### config.mk
export PLATFORM = sky130hd
export DESIGN_NAME = fir_chan_sched
export DESIGN_NICKNAME = d
export VERILOG_FILES = /design/src/rtl/fir_pkg.sv /design/src/rtl/fir_ring_addr.sv /design/src/rtl/fir_chan_sched.sv
export SDC_FILE = /design/constraint.sdc
export NUM_CORES = 1
export LEC_CHECK = 0
export ABC_AREA = 0
export CAP_MARGIN = 10
export CORE_ASPECT_RATIO = 0.8
export CORE_MARGIN = 2
export CORE_UTILIZATION = 30
export CTS_BUF_LIST = sky130_fd_sc_hd__clkbuf_8
export DETAILED_ROUTE_END_ITERATION = 10
export SLEW_MARGIN = 25
export SYNTH_ARGS = -nofsm -noshare
export SYNTH_HDL_FRONTEND = slang
export SYNTH_HIERARCHICAL = 1
export SYNTH_SLANG_ARGS = --single-unit
### constraint.sdc
create_clock -name clk -period 5.71 [get_ports clk]
set_clock_uncertainty 0.2 [all_clocks]
set_input_delay 0.571 -clock clk [delete_from_list [all_inputs] [get_ports clk]]
set_output_delay 0.571 -clock clk [all_outputs]
set_load 0.05 [all_outputs]
### src/rtl/fir_pkg.sv
// fir_pkg
// Shared constants and the scheduler state type for the stereo FIR
// channel scheduler (fir_chan_sched) and its ring-address helper.
//   NUM_COEFF : filter taps handled by the MAC core (must stay <= 1024)
//   SEQ_LEN   : cycles the core's sequencing input is held per pass
//   SMPL_W    : audio sample width
//   RING_AW   : per-channel ring index width (1024 entries per bank)
//   RAM_AW    : sample RAM address width, {bank, index}
//   CNT_W     : width of the pass down-counter
package fir_pkg;

  localparam int NUM_COEFF = 1021;
  localparam int SEQ_LEN   = NUM_COEFF + 1;
  localparam int SMPL_W    = 16;
  localparam int RING_AW   = 10;
  localparam int RAM_AW    = RING_AW + 1;
  localparam int CNT_W     = 11;

  typedef enum logic [3:0] {
    CLR,
    IDLE,
    WR_L,
    WR_R,
    RUN_L,
    GAP_L,
    CAP_L,
    RUN_R,
    GAP_R,
    CAP_R
  } fir_sched_st_t;

endpackage

### src/rtl/fir_ring_addr.sv
// fir_ring_addr
// Address bookkeeping for the two-bank circular sample RAM.
// Ports:
//   clk, rst_n : clock, synchronous active-low reset
//   adv        : advance the ring write pointer by one (new sample pair)
//   clr_step   : advance the RAM-clear counter by one
//   cff_ptr    : current tap index from the MAC core
//   wr_ptr     : ring index of the newest sample pair
//   clr_cnt    : RAM-clear address, spans both banks
//   rd_idx     : ring index of sample x[n-k], i.e. wr_ptr - cff_ptr mod 1024
module fir_ring_addr
  import fir_pkg::*;
(
  input  logic               clk,
  input  logic               rst_n,
  input  logic               adv,
  input  logic               clr_step,
  input  logic [RING_AW-1:0] cff_ptr,
  output logic [RING_AW-1:0] wr_ptr,
  output logic [RAM_AW-1:0]  clr_cnt,
  output logic [RING_AW-1:0] rd_idx
);

  // Both counters rely on natural power-of-two wrap: wr_ptr 1023->0,
  // clr_cnt 2047->0 (the scheduler leaves CLR on that same edge).
  always_ff @(posedge clk) begin
    if (!rst_n) begin
      wr_ptr  <= '0;
      clr_cnt <= '0;
    end else begin
      if (adv) begin
        wr_ptr <= wr_ptr + 1'b1;
      end
      if (clr_step) begin
        clr_cnt <= clr_cnt + 1'b1;
      end
    end
  end

  // Modular subtract: the truncation to RING_AW bits is the ring wrap.
  assign rd_idx = wr_ptr - cff_ptr;

endmodule

### src/rtl/fir_chan_sched.sv
// fir_chan_sched
// Time-multiplexes one CORE_FIR MAC engine across left and right audio
// channels. Each accepted sample pair is written into a two-bank ring RAM
// (bank 0 left, bank 1 right), then the core is sequenced for one full
// pass per channel and each filtered result is captured.
// Ports:
//   clk, rst_n      : clock, synchronous active-low reset
//   smpl_vld        : one-cycle pulse, lft_in/rght_in valid
//   lft_in, rght_in : signed input samples
//   sequencing      : registered pass enable to the core
//   cff_ptr         : current tap index from the core
//   smpl_we         : sample RAM write enable
//   smpl_wr_addr    : sample RAM write address {bank, index}
//   smpl_wr_data    : sample RAM write data
//   smpl_rd_addr    : sample RAM read address {active channel, wr_ptr-cff_ptr}
//   flt_smpl_out    : filtered sample from the core
//   lft_out, rght_out : registered filtered outputs
//   out_vld         : one-cycle pulse, both outputs updated
//   busy            : high whenever not IDLE
//   ovr             : sticky overrun flag, cleared only by reset
module fir_chan_sched
  import fir_pkg::*;
(
  input  logic               clk,
  input  logic               rst_n,
  input  logic               smpl_vld,
  input  logic [SMPL_W-1:0]  lft_in,
  input  logic [SMPL_W-1:0]  rght_in,
  output logic               sequencing,
  input  logic [RING_AW-1:0] cff_ptr,
  output logic               smpl_we,
  output logic [RAM_AW-1:0]  smpl_wr_addr,
  output logic [SMPL_W-1:0]  smpl_wr_data,
  output logic [RAM_AW-1:0]  smpl_rd_addr,
  input  logic [SMPL_W-1:0]  flt_smpl_out,
  output logic [SMPL_W-1:0]  lft_out,
  output logic [SMPL_W-1:0]  rght_out,
  output logic               out_vld,
  output logic               busy,
  output logic               ovr
);

  fir_sched_st_t      state;
  fir_sched_st_t      state_nxt;
  logic [CNT_W-1:0]   seq_cnt;
  logic [SMPL_W-1:0]  lft_q;
  logic [SMPL_W-1:0]  rght_q;
  logic [RING_AW-1:0] wr_ptr;
  logic [RAM_AW-1:0]  clr_cnt;
  logic [RING_AW-1:0] rd_idx;
  logic               accept;
  logic               rd_chan;
  logic               run_nxt;
  logic               run_entry;

  // A pair is only taken in IDLE; anywhere else it is dropped as overrun.
  assign accept = (state == IDLE) && smpl_vld;

  fir_ring_addr u_ring (
    .clk      (clk),
    .rst_n    (rst_n),
    .adv      (accept),
    .clr_step (state == CLR),
    .cff_ptr  (cff_ptr),
    .wr_ptr   (wr_ptr),
    .clr_cnt  (clr_cnt),
    .rd_idx   (rd_idx)
  );

  always_ff @(posedge clk) begin
    if (!rst_n) begin
      state <= CLR;
    end else begin
      state <= state_nxt;
    end
  end

  always_comb begin
    state_nxt = state;
    unique case (state)
      CLR:     if (clr_cnt == '1) state_nxt = IDLE;
      IDLE:    if (smpl_vld) state_nxt = WR_L;
      WR_L:    state_nxt = WR_R;
      WR_R:    state_nxt = RUN_L;
      RUN_L:   if (seq_cnt == '0) state_nxt = GAP_L;
      GAP_L:   state_nxt = CAP_L;
      CAP_L:   state_nxt = RUN_R;
      RUN_R:   if (seq_cnt == '0) state_nxt = GAP_R;
      GAP_R:   state_nxt = CAP_R;
      CAP_R:   state_nxt = IDLE;
      default: state_nxt = CLR;
    endcase
  end

  // Sample RAM write port: the clear sweep, then one left and one right
  // write per accepted pair at the freshly advanced ring pointer.
  always_comb begin
    smpl_we      = 1'b0;
    smpl_wr_addr = '0;
    smpl_wr_data = '0;
    unique case (state)
      CLR: begin
        smpl_we      = 1'b1;
        smpl_wr_addr = clr_cnt;
      end
      WR_L: begin
        smpl_we      = 1'b1;
        smpl_wr_addr = {1'b0, wr_ptr};
        smpl_wr_data = lft_q;
      end
      WR_R: begin
        smpl_we      = 1'b1;
        smpl_wr_addr = {1'b1, wr_ptr};
        smpl_wr_data = rght_q;
      end
      default: ;
    endcase
  end

  // The read address follows cff_ptr combinationally so the RAM and the
  // coefficient ROM register the same tap index on the same edge.
  assign rd_chan      = (state == RUN_R) || (state == GAP_R) || (state == CAP_R);
  assign smpl_rd_addr = {rd_chan, rd_idx};
  assign busy         = (state != IDLE);

  assign run_nxt   = (state_nxt == RUN_L) || (state_nxt == RUN_R);
  assign run_entry = run_nxt && (state != RUN_L) && (state != RUN_R);

  // Pass length: load SEQ_LEN-1 on entry to a RUN state and leave when the
  // counter reaches zero, giving exactly SEQ_LEN sequencing cycles.
  always_ff @(posedge clk) begin
    if (!rst_n) begin
      seq_cnt <= '0;
    end else if (run_entry) begin
      seq_cnt <= CNT_W'(SEQ_LEN - 1);
    end else if ((state == RUN_L) || (state == RUN_R)) begin
      seq_cnt <= seq_cnt - 1'b1;
    end
  end

  // sequencing is registered from the next state so it is high for exactly
  // the RUN cycles and drops on the very edge a reset is sampled.
  always_ff @(posedge clk) begin
    if (!rst_n) begin
      sequencing <= 1'b0;
      out_vld    <= 1'b0;
      ovr        <= 1'b0;
      lft_out    <= '0;
      rght_out   <= '0;
      lft_q      <= '0;
      rght_q     <= '0;
    end else begin
      sequencing <= run_nxt;
      out_vld    <= (state == CAP_R);
      if (smpl_vld && (state != IDLE)) begin
        ovr <= 1'b1;
      end
      if (state == CAP_L) begin
        lft_out <= flt_smpl_out;
      end
      if (state == CAP_R) begin
        rght_out <= flt_smpl_out;
      end
      if (accept) begin
        lft_q  <= lft_in;
        rght_q <= rght_in;
      end
    end
  end

endmodule
# Yosys cells after proc, flatten, opt, wreduce, memory -nomap -nowiden
# Cells that the tools add are included.
word_totals:
  wordCells: 55
  ff_bits: 103
  input_bits: 61
  out_inout_bits: 75
classes:
  bitwise: 1
  n_mux: 10
  n_reduce_logical: 13
  add_sub_neg: 4
  eq_ne: 15
op_table:
  columns: ["op", "count"]
  rows:
  - ["one-hot mux 4 bit (10 select lines)", 1]
  - ["one-hot mux 11 bit (3 select lines)", 1]
  - ["one-hot mux 16 bit (2 select lines)", 1]
  - ["equality test 4 x 3 -> 1 bit (second input constant)", 6]
  - ["2-to-1 mux 10 bit", 2]
  - ["2-to-1 mux 4 bit", 4]
  - ["adder 11 x 1 -> 11 bit (second input constant)", 1]
  - ["equality test 11 bit (second input constant)", 1]
  - ["logical NOT 11 bit", 1]
  - ["subtractor 11 x 1 -> 11 bit (second input constant)", 1]
  - ["adder 10 x 1 -> 10 bit (second input constant)", 1]
  - ["subtractor 10 bit", 1]
  - ["equality test 4 x 2 -> 1 bit (second input constant)", 2]
  - ["equality test 4 bit (second input constant)", 2]
  - ["inequality test 4 x 3 -> 1 bit (second input constant)", 2]
  - ["equality test 4 x 1 -> 1 bit (second input constant)", 1]
  - ["logical AND 1 bit", 4]
  - ["logical NOT 4 bit", 1]
  - ["logical OR 1 bit", 4]
  - ["inequality test 4 x 1 -> 1 bit (second input constant)", 1]
  - ["OR reduction 3 bit", 1]
  - ["nonzero test 2 bit", 1]
  - ["OR reduction 2 bit", 1]
  - ["2-to-1 mux 1 bit", 1]
  - ["NOT 1 bit", 1]

# Depth between registers and ports, before layout
logic_depth:
  depth_word: 8
  ltp_mapped: 10

# Modules after synthesis
# Netlist, hierarchy kept.
modules_own_cells:
  columns: ["module", "instances", "cells_each", "area_per_inst_um2"]
  rows:
  - ["fir_chan_sched", 1, 429, 3387.0]
  - ["fir_ring_addr", 1, 151, 1346.3]

# Worst setup path after synthesis
# OpenSTA, ideal clock, no wires.
synth_path:
  kind: "input to output"
  start: "input port cff_ptr[0]"
  end: "output port smpl_rd_addr[8]"
  setup_slack_ns: 2.540
  stages: 8
  arrival_time_ns: 2.399
  t_required_ns: 4.939
  cell_sequence: "ha_1 -> inv_1 -> fa_1 -> a21oi_2 -> o211ai_1 -> or3_1 -> a31oi_1 -> xnor2_1"
synth_via:
  elab_chain_cells: 1
synth_lines:
  columns: ["element", "line_no", "source"]
  rows:
  - ["from (decl)", "fir_chan_sched.sv:30", "input logic [RING_AW-1:0] cff_ptr,"]
  - ["subtractor 10 bit", "fir_ring_addr.sv:41", "assign rd_idx = wr_ptr - cff_ptr;"]
  - ["to (decl)", "fir_chan_sched.sv:34", "output logic [RAM_AW-1:0] smpl_rd_addr,"]
# No other way between the ends.

# Worst setup path after layout
layout_path:
  start: "register state[1]"
  end: "output port smpl_wr_data[9]"
layout_via:
  elab_chain_cells: 2
  elab_cells_between_ends: 3
  classes_between: "2 x eq/ne; 1 x mux"
layout_lines:
  columns: ["element", "line_no", "source"]
  rows:
  - ["from (decl)", "fir_chan_sched.sv:43", "fir_sched_st_t state;"]
  - ["from (signal assigned)", "fir_chan_sched.sv:74", "state <= state_nxt;"]
  - ["equality test 4 x 2 -> 1 bit", "fir_chan_sched.sv:101", "unique case (state)"]
  - ["one-hot mux 16 bit (2 select lines) (*)", "fir_chan_sched.sv:101", null]
  - ["to (decl)", "fir_chan_sched.sv:33", "output logic [SMPL_W-1:0] smpl_wr_data,"]
# Mark *: on every way between the ends. The rest lies on a longest branch, timed or not.

==> out/qor.txt <==
setup_tns: 0 ns
TritonCTS buffer count: 9
CTS Hold Buffers Added: 0
Sw Ratio: 23.38%
Total GRT Usage: 14.77%
placed cells: 899
Starting Density: 30.35%
H-Tree Depth: 3
postcts setup bufs: 0
routed wire length: 12.70 mm
Remaining DRCs: 0
dominant cell type by area after synthesis: dfxtp_1
post-DP HPWL: 9.049 mm
initial antenna violation count: 0
Post-synth top cells: nand2_1, dfxtp_1, a21oi_1
vias: 4,317
Syn Area/Cell: 8.161 µm²
Switching Power: 311.3 µW
# resized after CTS: 0
Max FO, Critical Path: 16
Cells after Synth: 580
Placer Congestion: 0.7903
Critical R2R Capture: u_ring/clr_cnt[8]$_SDFFE_PN0P_
CTS tree: built
final setup fails: 0
RSZ-0062 raised after global routing: no
Tcrit/Tclk final: 78.70%
max_cap viols: 0
ys async rst share: 0%
#FFs+latches synth: 103
Yosys top cell area share: 43.56%
Hold Startpoint: rght_out[2]$_SDFFE_PN0P_
Leak: 2.307 nW
first-pass GRT wire length: 19.91 mm
CP most frequent cell: nor2b_1
vias in the first global route: 3,959
Flop pwr share: 54.3%
Max Slew Vio Count: 0
root buf cell: clkbuf_8
Antenna Nets Post-Route: 0
Cell Pwr Density: 205.7 mW/mm²
P&R area growth vs syn: 36.74%
Setup Crit Path Kind: reg -> out
worst reg-to-reg setup slack: 2.97 ns
Initial DRC Count: 236
Synthesized Nets: 654
CP Launch Type: register
WP data arrival: 3.72 ns
FMAX: 222.5 MHz
Clk network pwr share: 36.5%
clock tree buffer depth: 2
TritonCTS sink count: 103
Die Y: 116.4 µm
hold endpoint: rght_out[2]$_SDFFE_PN0P_
Slew @ Worst Pin: 0.8161 ns
count leader, synth: nand2_1
critical path cell sequence: nor2b_1, nor2b_1, and2_1, a22o_1, clkdlybuf4s50_1
row count: 41
r2r startpoint: state[1]$_SDFF_PN0_
Critical Path Sink Type: output port
Worst-Skew Late Latency: 0.37 ns
fin crit period: 4.494 ns
Slowest-stage cell, CP: clkdlybuf4s50_1
fin area: 0.006472 mm²
Seq/Total Area, Yosys: 43.56%
crit-path max cell delay: 0.81 ns
vias per std cell: 4.718
DR WL/cell: 13.88 µm
Die X: 144.4 µm
antenna cells: 0
Warnings, synthesis: 6
grt ovf: 0
first drt pass iteration count: 5
Gate power share: 9.1%
R2R depth: 7
die area: 0.01681 mm²
Clock transition at path regs: 0.10 ns
data required time at the worst endpoint: 4.94 ns
number of port buffers: 135
outcome: finished, final reports clean
core footprint: 0.01560 mm²
P_int: 1.020 mW
Ports: 136
Max-slew headroom: 45.42%
final hold vios: 0
mapped cell area: 0.004733 mm²
Post-synth EDFFs: 0
Nets: 769
Yosys cell types: 54
Worst IR Drop VDD: 121.8 µV
final cell count without fillers: 915
Synth area leaders: dfxtp_1, nand2_1, a21oi_1, a22o_1, xnor2_1
placed cell areas: 0.006250 mm²
Main synth FF type: dfxtp_1
class of the worst hold path: reg -> reg
largest net degree at the start of global routing: 76
layout cells sized above 1: 4.857%
WHS Path Cells: 2
[registers in the layout, summed over array words and instances (netlist names)]
name            count
rght_out           16
lft_q              16
lft_out            16
state               4
u_ring/clr_cnt     11
seq_cnt            11
out_vld             1
ovr                 1
sequencing          1
rght_q             16
u_ring/wr_ptr      10
[placed cells by master, fill, tap and decap left out, types with 4 or more instances in the layout]
cell type,netlist,routed
nand2_1,138,138
clkdlybuf4s50_1,0,135
dfxtp_1,103,103
a21oi_1,76,76
a22o_1,26,26
and2_1,22,22
xnor2_1,22,22
inv_1,19,18
nand3_1,15,15
nor2_1,14,14
ha_1,12,12
clkbuf_8,0,12
nand4_1,10,10
xor2_1,10,10
nor2b_1,7,7
a31oi_1,7,7
o21ai_0,6,6
or3_1,5,5
nand2b_1,4,4
nor3_1,6,4
o21a_1,4,4
and3_1,4,4
buf_4,1,4
[area by class of cell]
cell class / instances / area, µm²
Clock buffer: 12 / 165.2
Sequential cell: 103 / 2062
Tap cell: 215 / 269.0
Clock inverter: 4 / 51.30
Inverter: 19 / 71.32
Timing Repair Buffer: 139 / 1381
Multi-Input combinational cell: 423 / 2472
Fill cell: 1561 / 9123
[power groups by stage]
stage	Combinational, mW	Clock (mW)	Sequential [mW]
after floorplan	0.0555	0	0.742
after global placement	0.122	0	0.740
after detailed placement	0.122	0	0.740
after CTS	0.123	0.506	0.724
after global routing	0.129	0.540	0.725
final	0.122	0.486	0.724
[critical path, delay by kind of cell (launching register included)]
| kind | cells | cell delay, ns |
|---|---|---|
| buffers and inverters | 1 | 0.81 |
| AND/OR/NAND/NOR | 3 | 1.65 |
| AO/OA/AOI/OAI | 1 | 0.23 |
| flip-flops | 1 | 0.65 |
[kinds of logic (layout without fill, tap and decap cells)]
| kind of cell | after synthesis | in the layout | share of synthesized area [%] |
|---|---|---|---|
| AO/OA/AOI/OAI | 137 | 137 | 18.35 |
| XOR/XNOR | 32 | 32 | 5.921 |
| adder cells (fa/ha/maj) | 13 | 13 | 3.595 |
| buffers and inverters | 54 | 174 | 4.547 |
| flip-flops | 103 | 103 | 43.56 |
| multiplexers | 2 | 2 | 0.4230 |
| AND/OR/NAND/NOR | 239 | 239 | 23.61 |
[per-layer routing]
layer | GRT usage (%) | wire, µm | up-vias
met5 | 0 | 0 | -
met4 | 3.754 | 115 | 0
met3 | 4.428 | 603 | 8
met2 | 22.75 | 5735 | 88
met1 | 20.32 | 6250 | 2009
li1 | - | - | 2212
[worst max path at each step]
stage / start / to / slack (ns) / depth (start not counted)
4_1_cts: state[1]$_SDFF_PN0_ / smpl_wr_data[11] / 1.23 / 5
3_5_place_dp: cff_ptr[0] / smpl_rd_addr[8] / 1.48 / 10
2_1_floorplan: cff_ptr[0] / smpl_rd_addr[8] / 2.54 / 8
5_1_grt: state[1]$_SDFF_PN0_ / smpl_wr_data[9] / 0.95 / 5
6_report: state[1]$_SDFF_PN0_ / smpl_wr_data[9] / 1.22 / 5
3_3_place_gp: cff_ptr[0] / smpl_rd_addr[8] / 1.48 / 10
[stage by stage]
step / total power [mW] / util (%) / setup slack [ns] / hold WS, ns
after global placement: 0.8620 / 40.08 / 1.481 / 0.2415
after floorplan: 0.7970 / - / 2.540 / 0.2360
after detailed placement: 0.8623 / 40.08 / 1.483 / 0.2470
after CTS: 1.352 / 41.46 / 1.225 / 0.2594
after global routing: 1.393 / 41.50 / 0.9538 / 0.2794
final: 1.332 / 41.50 / 1.216 / 0.2576
Note: power is estimated with default switching activity, not from simulation.
